**config.mk**
```make
export PLATFORM = sky130hd
export DESIGN_NAME = l1_cache_control
export DESIGN_NICKNAME = d
export VERILOG_FILES = /design/src/rtl/cache_ctrl_pkg.sv /design/src/rtl/sat_counter.sv /design/src/rtl/l1_cache_control.sv
export SDC_FILE = /design/constraint.sdc
export NUM_CORES = 1
export LEC_CHECK = 0
export CORE_ASPECT_RATIO = 2
export CORE_MARGIN = 5
export CORE_UTILIZATION = 50
export CTS_BUF_LIST = sky130_fd_sc_hd__clkbuf_8
export CTS_CLUSTER_DIAMETER = 40
export DETAILED_ROUTE_END_ITERATION = 8
export GPL_ROUTABILITY_DRIVEN = 0
export GPL_TIMING_DRIVEN = 0
export PLACE_DENSITY = 0.82
export SLEW_MARGIN = 15
export SYNTH_ARGS = -nofsm -noshare
export SYNTH_HDL_FRONTEND = slang
export SYNTH_SLANG_ARGS = --single-unit
```
**constraint.sdc**
```tcl
create_clock -name clk -period 2.7 [get_ports clk]
set_input_delay 0.405 -clock clk [delete_from_list [all_inputs] [get_ports clk]]
set_output_delay 0.405 -clock clk [all_outputs]
set_load 0.01 [all_outputs]
```
**src/rtl/cache_ctrl_pkg.sv**
```systemverilog
// Shared types for the L1 cache controller: FSM states, way index, way count.
package cache_ctrl_pkg;

  localparam int unsigned NUM_WAYS = 2;

  typedef logic way_t;

  typedef enum logic [1:0] {
    CHECK     = 2'd0,
    WRITEBACK = 2'd1,
    ALLOCATE  = 2'd2
  } state_t;

endpackage

```
**src/rtl/sat_counter.sv**
```systemverilog
// Saturating up-counter used for the cache performance counters.
module sat_counter #(
  parameter int unsigned width = 16
) (
  input  logic             clk,
  input  logic             rst,
  input  logic             inc,
  output logic [width-1:0] count
);

  logic [width-1:0] count_q;

  // Increment on request, hold at all-ones instead of wrapping.
  always_ff @(posedge clk) begin
    if (rst) begin
      count_q <= '0;
    end else if (inc && (count_q != '1)) begin
      count_q <= count_q + width'(1);
    end
  end

  assign count = count_q;

endmodule

```
**src/rtl/l1_cache_control.sv**
```systemverilog
// Two-way L1 cache control FSM: hit handling, dirty-victim writeback,
// line allocation from physical memory, and hit/miss performance counters.
module l1_cache_control
  import cache_ctrl_pkg::*;
#(
  parameter int unsigned s_index   = 3,
  parameter int unsigned cnt_width = 16
) (
  input  logic                 clk,
  input  logic                 rst,
  input  logic                 mem_read,
  input  logic                 mem_write,
  output logic                 mem_resp,
  input  logic [NUM_WAYS-1:0]  hit,
  input  logic [NUM_WAYS-1:0]  dirty,
  input  logic                 lru_way,
  output logic                 pmem_read,
  output logic                 pmem_write,
  input  logic                 pmem_resp,
  output logic [NUM_WAYS-1:0]  way_load,
  output logic [NUM_WAYS-1:0]  dirty_load,
  output logic                 dirty_in,
  output logic                 lru_load,
  output logic                 lru_in,
  output logic                 addr_sel,
  output logic [cnt_width-1:0] hit_count,
  output logic [cnt_width-1:0] miss_count
);

  // The set index only sizes the datapath arrays; reject a degenerate value here.
  if (s_index == 0) begin : g_bad_s_index
    $error("l1_cache_control: s_index must be at least 1");
  end

  state_t state_q, state_d;
  way_t   victim_q, victim_d;
  way_t   hit_way;
  logic   req;
  logic   hit_inc;
  logic   miss_inc;

  assign req     = mem_read | mem_write;
  // Way 0 wins if both ways report a match.
  assign hit_way = hit[0] ? 1'b0 : 1'b1;

  // State and victim registers; reset drops any in-flight miss.
  always_ff @(posedge clk) begin
    if (rst) begin
      state_q  <= CHECK;
      victim_q <= 1'b0;
    end else begin
      state_q  <= state_d;
      victim_q <= victim_d;
    end
  end

  // Next-state and output decode; every output is forced low while in reset.
  always_comb begin
    state_d    = state_q;
    victim_d   = victim_q;
    mem_resp   = 1'b0;
    pmem_read  = 1'b0;
    pmem_write = 1'b0;
    way_load   = '0;
    dirty_load = '0;
    dirty_in   = 1'b0;
    lru_load   = 1'b0;
    lru_in     = 1'b0;
    addr_sel   = 1'b0;
    hit_inc    = 1'b0;
    miss_inc   = 1'b0;
    if (!rst) begin
      unique case (state_q)
        CHECK: begin
          if (req) begin
            if (|hit) begin
              mem_resp = 1'b1;
              lru_load = 1'b1;
              lru_in   = ~hit_way;
              hit_inc  = 1'b1;
              // A write (including read+write together) updates data and marks dirty.
              if (mem_write) begin
                way_load[hit_way]   = 1'b1;
                dirty_load[hit_way] = 1'b1;
                dirty_in            = 1'b1;
              end
            end else begin
              victim_d = lru_way;
              miss_inc = 1'b1;
              state_d  = dirty[lru_way] ? WRITEBACK : ALLOCATE;
            end
          end
        end
        WRITEBACK: begin
          pmem_write = 1'b1;
          addr_sel   = 1'b1;
          if (pmem_resp) begin
            state_d = ALLOCATE;
          end
        end
        ALLOCATE: begin
          pmem_read = 1'b1;
          if (pmem_resp) begin
            // Fill the latched victim; the fresh line is clean.
            way_load[victim_q]   = 1'b1;
            dirty_load[victim_q] = 1'b1;
            dirty_in             = 1'b0;
            state_d              = CHECK;
          end
        end
        default: begin
          state_d = CHECK;
        end
      endcase
    end
  end

  sat_counter #(
    .width (cnt_width)
  ) u_hit_counter (
    .clk   (clk),
    .rst   (rst),
    .inc   (hit_inc),
    .count (hit_count)
  );

  sat_counter #(
    .width (cnt_width)
  ) u_miss_counter (
    .clk   (clk),
    .rst   (rst),
    .inc   (miss_inc),
    .count (miss_count)
  );

endmodule

```
==> impl_metrics.yaml <==
run_status:
  outcome: "completed"
routing:
  drc: 0
  via_per_inst: 6.259
  finalWirelength_um: 5916
  vias: 2178
  drt-initial-drc-count: 55
  ant_nets: 0
  post_drt_wl_per_cell_um: 17.00
  dr.pass1.iters: 4
synth:
  synth_edf_count: 0
  synth_compound_area_share_pct: 18.52
  synth_top_family_by_area: "simple AND/OR/NAND/NOR gates"
  synth.ff_latch_count: 35
  synth-main-ff-cell: "dfxtp_1"
  ys_seq_area_share_pct: 35.51
  syn_area_sq_um: 1973
  synth_mux_area_share_pct: 7.102
  synth-simple-area-share_pct: 32.40
  ys_types: 45
  yosysWarnings: 0
  synthXorXnorAreaFrac_pct: 0
  netlist_instances: 233
  synth_area_per_cell_sq_um: 8.468
  async_reset_ff_share_pct: 0
  synth_fp_nets: 245
  synth_fa_ha_area_share_pct: 1.268
global_route:
  track_usage_pct: 23.82
  grt_max_degree: 12
  antenna_found_initial: 0
  grt_pass1_wl_um: 9618
  grt_overflow: 0
  grt_pass1_vias: 2084
critical_path:
  critical_path.max_fanout: 10
  path_class: "in2out"
  end_kind: "output port"
  startpoint_type: "input port"
  rr_worst_depth: 6
  arrival_ns: 2.22
  worstPathRequired_ns: 2.30
floorplanning:
  fp.coreArea_sq_um: 3844
  rows: 32
  pin_count: 53
  initial_utilization_pct: 51.33
  die_h_um: 98.84
  die_area_sq_um: 5379
  die_x_um: 54.42
clock_network:
  ctsHoldBuffers: 0
  clockRootBuffer: "clkbuf_8"
  clkSinkCount: 35
  cts_made_buffers: 5
  cts_tree: "built"
  insertion_delay_ns: 0.29
  clk_transition_reported_paths_ns: 0.07
  max-clock-path-buffers: 2
  h-tree-depth: 2
sta:
  fmax_ghz: 0.3806
  worst_pin_slew_ns: 0.7421
  setup-violations-final: 0
  slew_headroom_pct: 50.40
  hold_ws_ns: 0.5106
  hold_violations: 0
  rsz0062_at_grt: "false"
  fin_crit_sh_pct: 97.31
  skew_ns: 0.009054
  slew_violations: 0
  min_period_ns: 2.627
  setup_tns_ns: 0
place:
  io_buffers: 52
  dpl.hpwl_um: 4364
power_and_ir_drop:
  power.density_nw_per_um2: 378.5
  p_int_uw: 766.7
  p_switching_uw: 268.9
  swShare_pct: 25.96
  peakVddDrop_mv: 0.4067
  p_clk_share_pct: 35.9
  p_comb_share_pct: 13.1
  seq_power_share_pct: 51.0
  p_leak_nw: 0.9472
final_layout:
  mostFrequentLayoutCell: "clkdlybuf4s50_1"
  num_antenna_cells: 0
  most-common-layout-cells: "clkdlybuf4s50_1, dfxtp_1, nand2_1"
  area_delta_synth_final_pct: 38.68
  nFillCells: 343
  drive_gt1_share_pct: 13.80
  nNetsFinal: 308
min_path:
  whs_path_depth: 1
  hold_path_class: "reg2reg"
run:
  maxCapViolations: 0
## critical path, cell delays in order
cell             delay (ns)
clkdlybuf4s50_1        0.46
clkbuf_8               0.18
buf_4                  0.18
nor3b_4                0.24
nand3_1                0.11
nand2_1                0.10
clkdlybuf4s50_1        0.54
## final cells by class
cell class                      instances  area [sq um]  area share (%)
Multi-Input combinational cell        177          1210           44.22
Sequential cell                        35         700.7           25.61
Timing Repair Buffer                   56         559.3           20.44
Buffer                                 16         98.84           3.612
Clock buffer                            5         68.82           2.515
Tap cell                               51         63.81           2.332
Inverter                                5         18.77          0.6859
Clock inverter                          3         16.27          0.5944
## final timing paths
path / from / end / slack (ns)
worst max-delay path: rst / dirty_load[1] / 0.07
worst min-delay path: u_miss_counter.count[15] / u_miss_counter.count[15] / 0.51
worst max register to register: u_hit_counter.count[0] / u_hit_counter.count[14] / 0.46
worst min register to register: u_miss_counter.count[15] / u_miss_counter.count[15] / 0.51
## sequential cells by signal, indices dropped and copies added (netlist names)
| name | flops |
|---|---|
| victim_q | 1 |
| u_miss_counter.count | 16 |
| state_q | 2 |
| u_hit_counter.count | 16 |
## power by group through the flow
stage          logic, mW  registers (mW)  clock network (mW)
2_1_floorplan     0.0593           0.541                   0
3_3_place_gp       0.116           0.540                   0
3_5_place_dp       0.119           0.540                   0
4_1_cts            0.128           0.528               0.380
5_1_grt            0.148           0.530               0.401
6_report           0.136           0.529               0.371
## metal layers
layer | GRT usage (%) | part of all wire, % | vias up
met5 | 0 | 0 | -
met2 | 43.49 | 57 | 97
met1 | 23.82 | 35 | 1026
met4 | 11.52 | 3.7 | 0
met3 | 4.539 | 5.0 | 22
li1 | - | - | 1033
## cell families (layout without fill, tap and decap cells)
logic type	Yosys count	after routing
simple gates	110	110
compound gates	52	52
flops	35	35
buf+inv	21	85
mux	13	13
fa+ha+maj	2	2
## cell usage after synthesis, types with 2 or more instances
master    instances  area [sq um]
and2_1            2         12.51
or3_1             5         31.28
mux2_2            8         90.09
clkbuf_1          6         22.52
buf_4             4         30.03
nor2b_1          10         62.56
or2_2             2         12.51
o311ai_0          7         61.31
buf_1             4         15.01
mux2i_1           5         50.05
a21oi_1          14         70.07
nor4_1           11         68.82
nor2_1           11         41.29
ha_1              2         25.02
nor3_1            4         20.02
a211oi_1          2         15.01
and4_1            3         26.28
o41ai_1           6         52.55
inv_1             5         18.77
nand2_1          18         67.56
nand3_1          12         60.06
or4_1             6         45.04
and3_1            7         43.79
o31ai_1           7         52.55
nor3b_1           2         15.01
nand4_1          10         62.56
dfxtp_1          35         700.7
o21ai_0           8         40.04
## repair_timing
item | in CTS | in global routing
setup buffers | 2 | 2
cloned | 0 | 0
endpoints found under the setup margin | 13 | 4
pin swaps | 0 | 3
gates resized for setup | 12 | 9
## per-stage QoR
stage                     worst slack [ns]  util [%]  cell area, sq um  instances  power, mW
final                              0.07255     71.19              2736        348      1.036
after global routing               0.01826     71.19              2736        348      1.078
after CTS                         0.005290     70.08              2694        346      1.036
after detailed placement           -0.5804     66.54              2557        336     0.6595
after global placement             -0.5304     66.54              2557        336     0.6563
after floorplan                     0.4230         -              1973        233     0.6003
No activity file was read; power rests on OpenSTA's default activity.
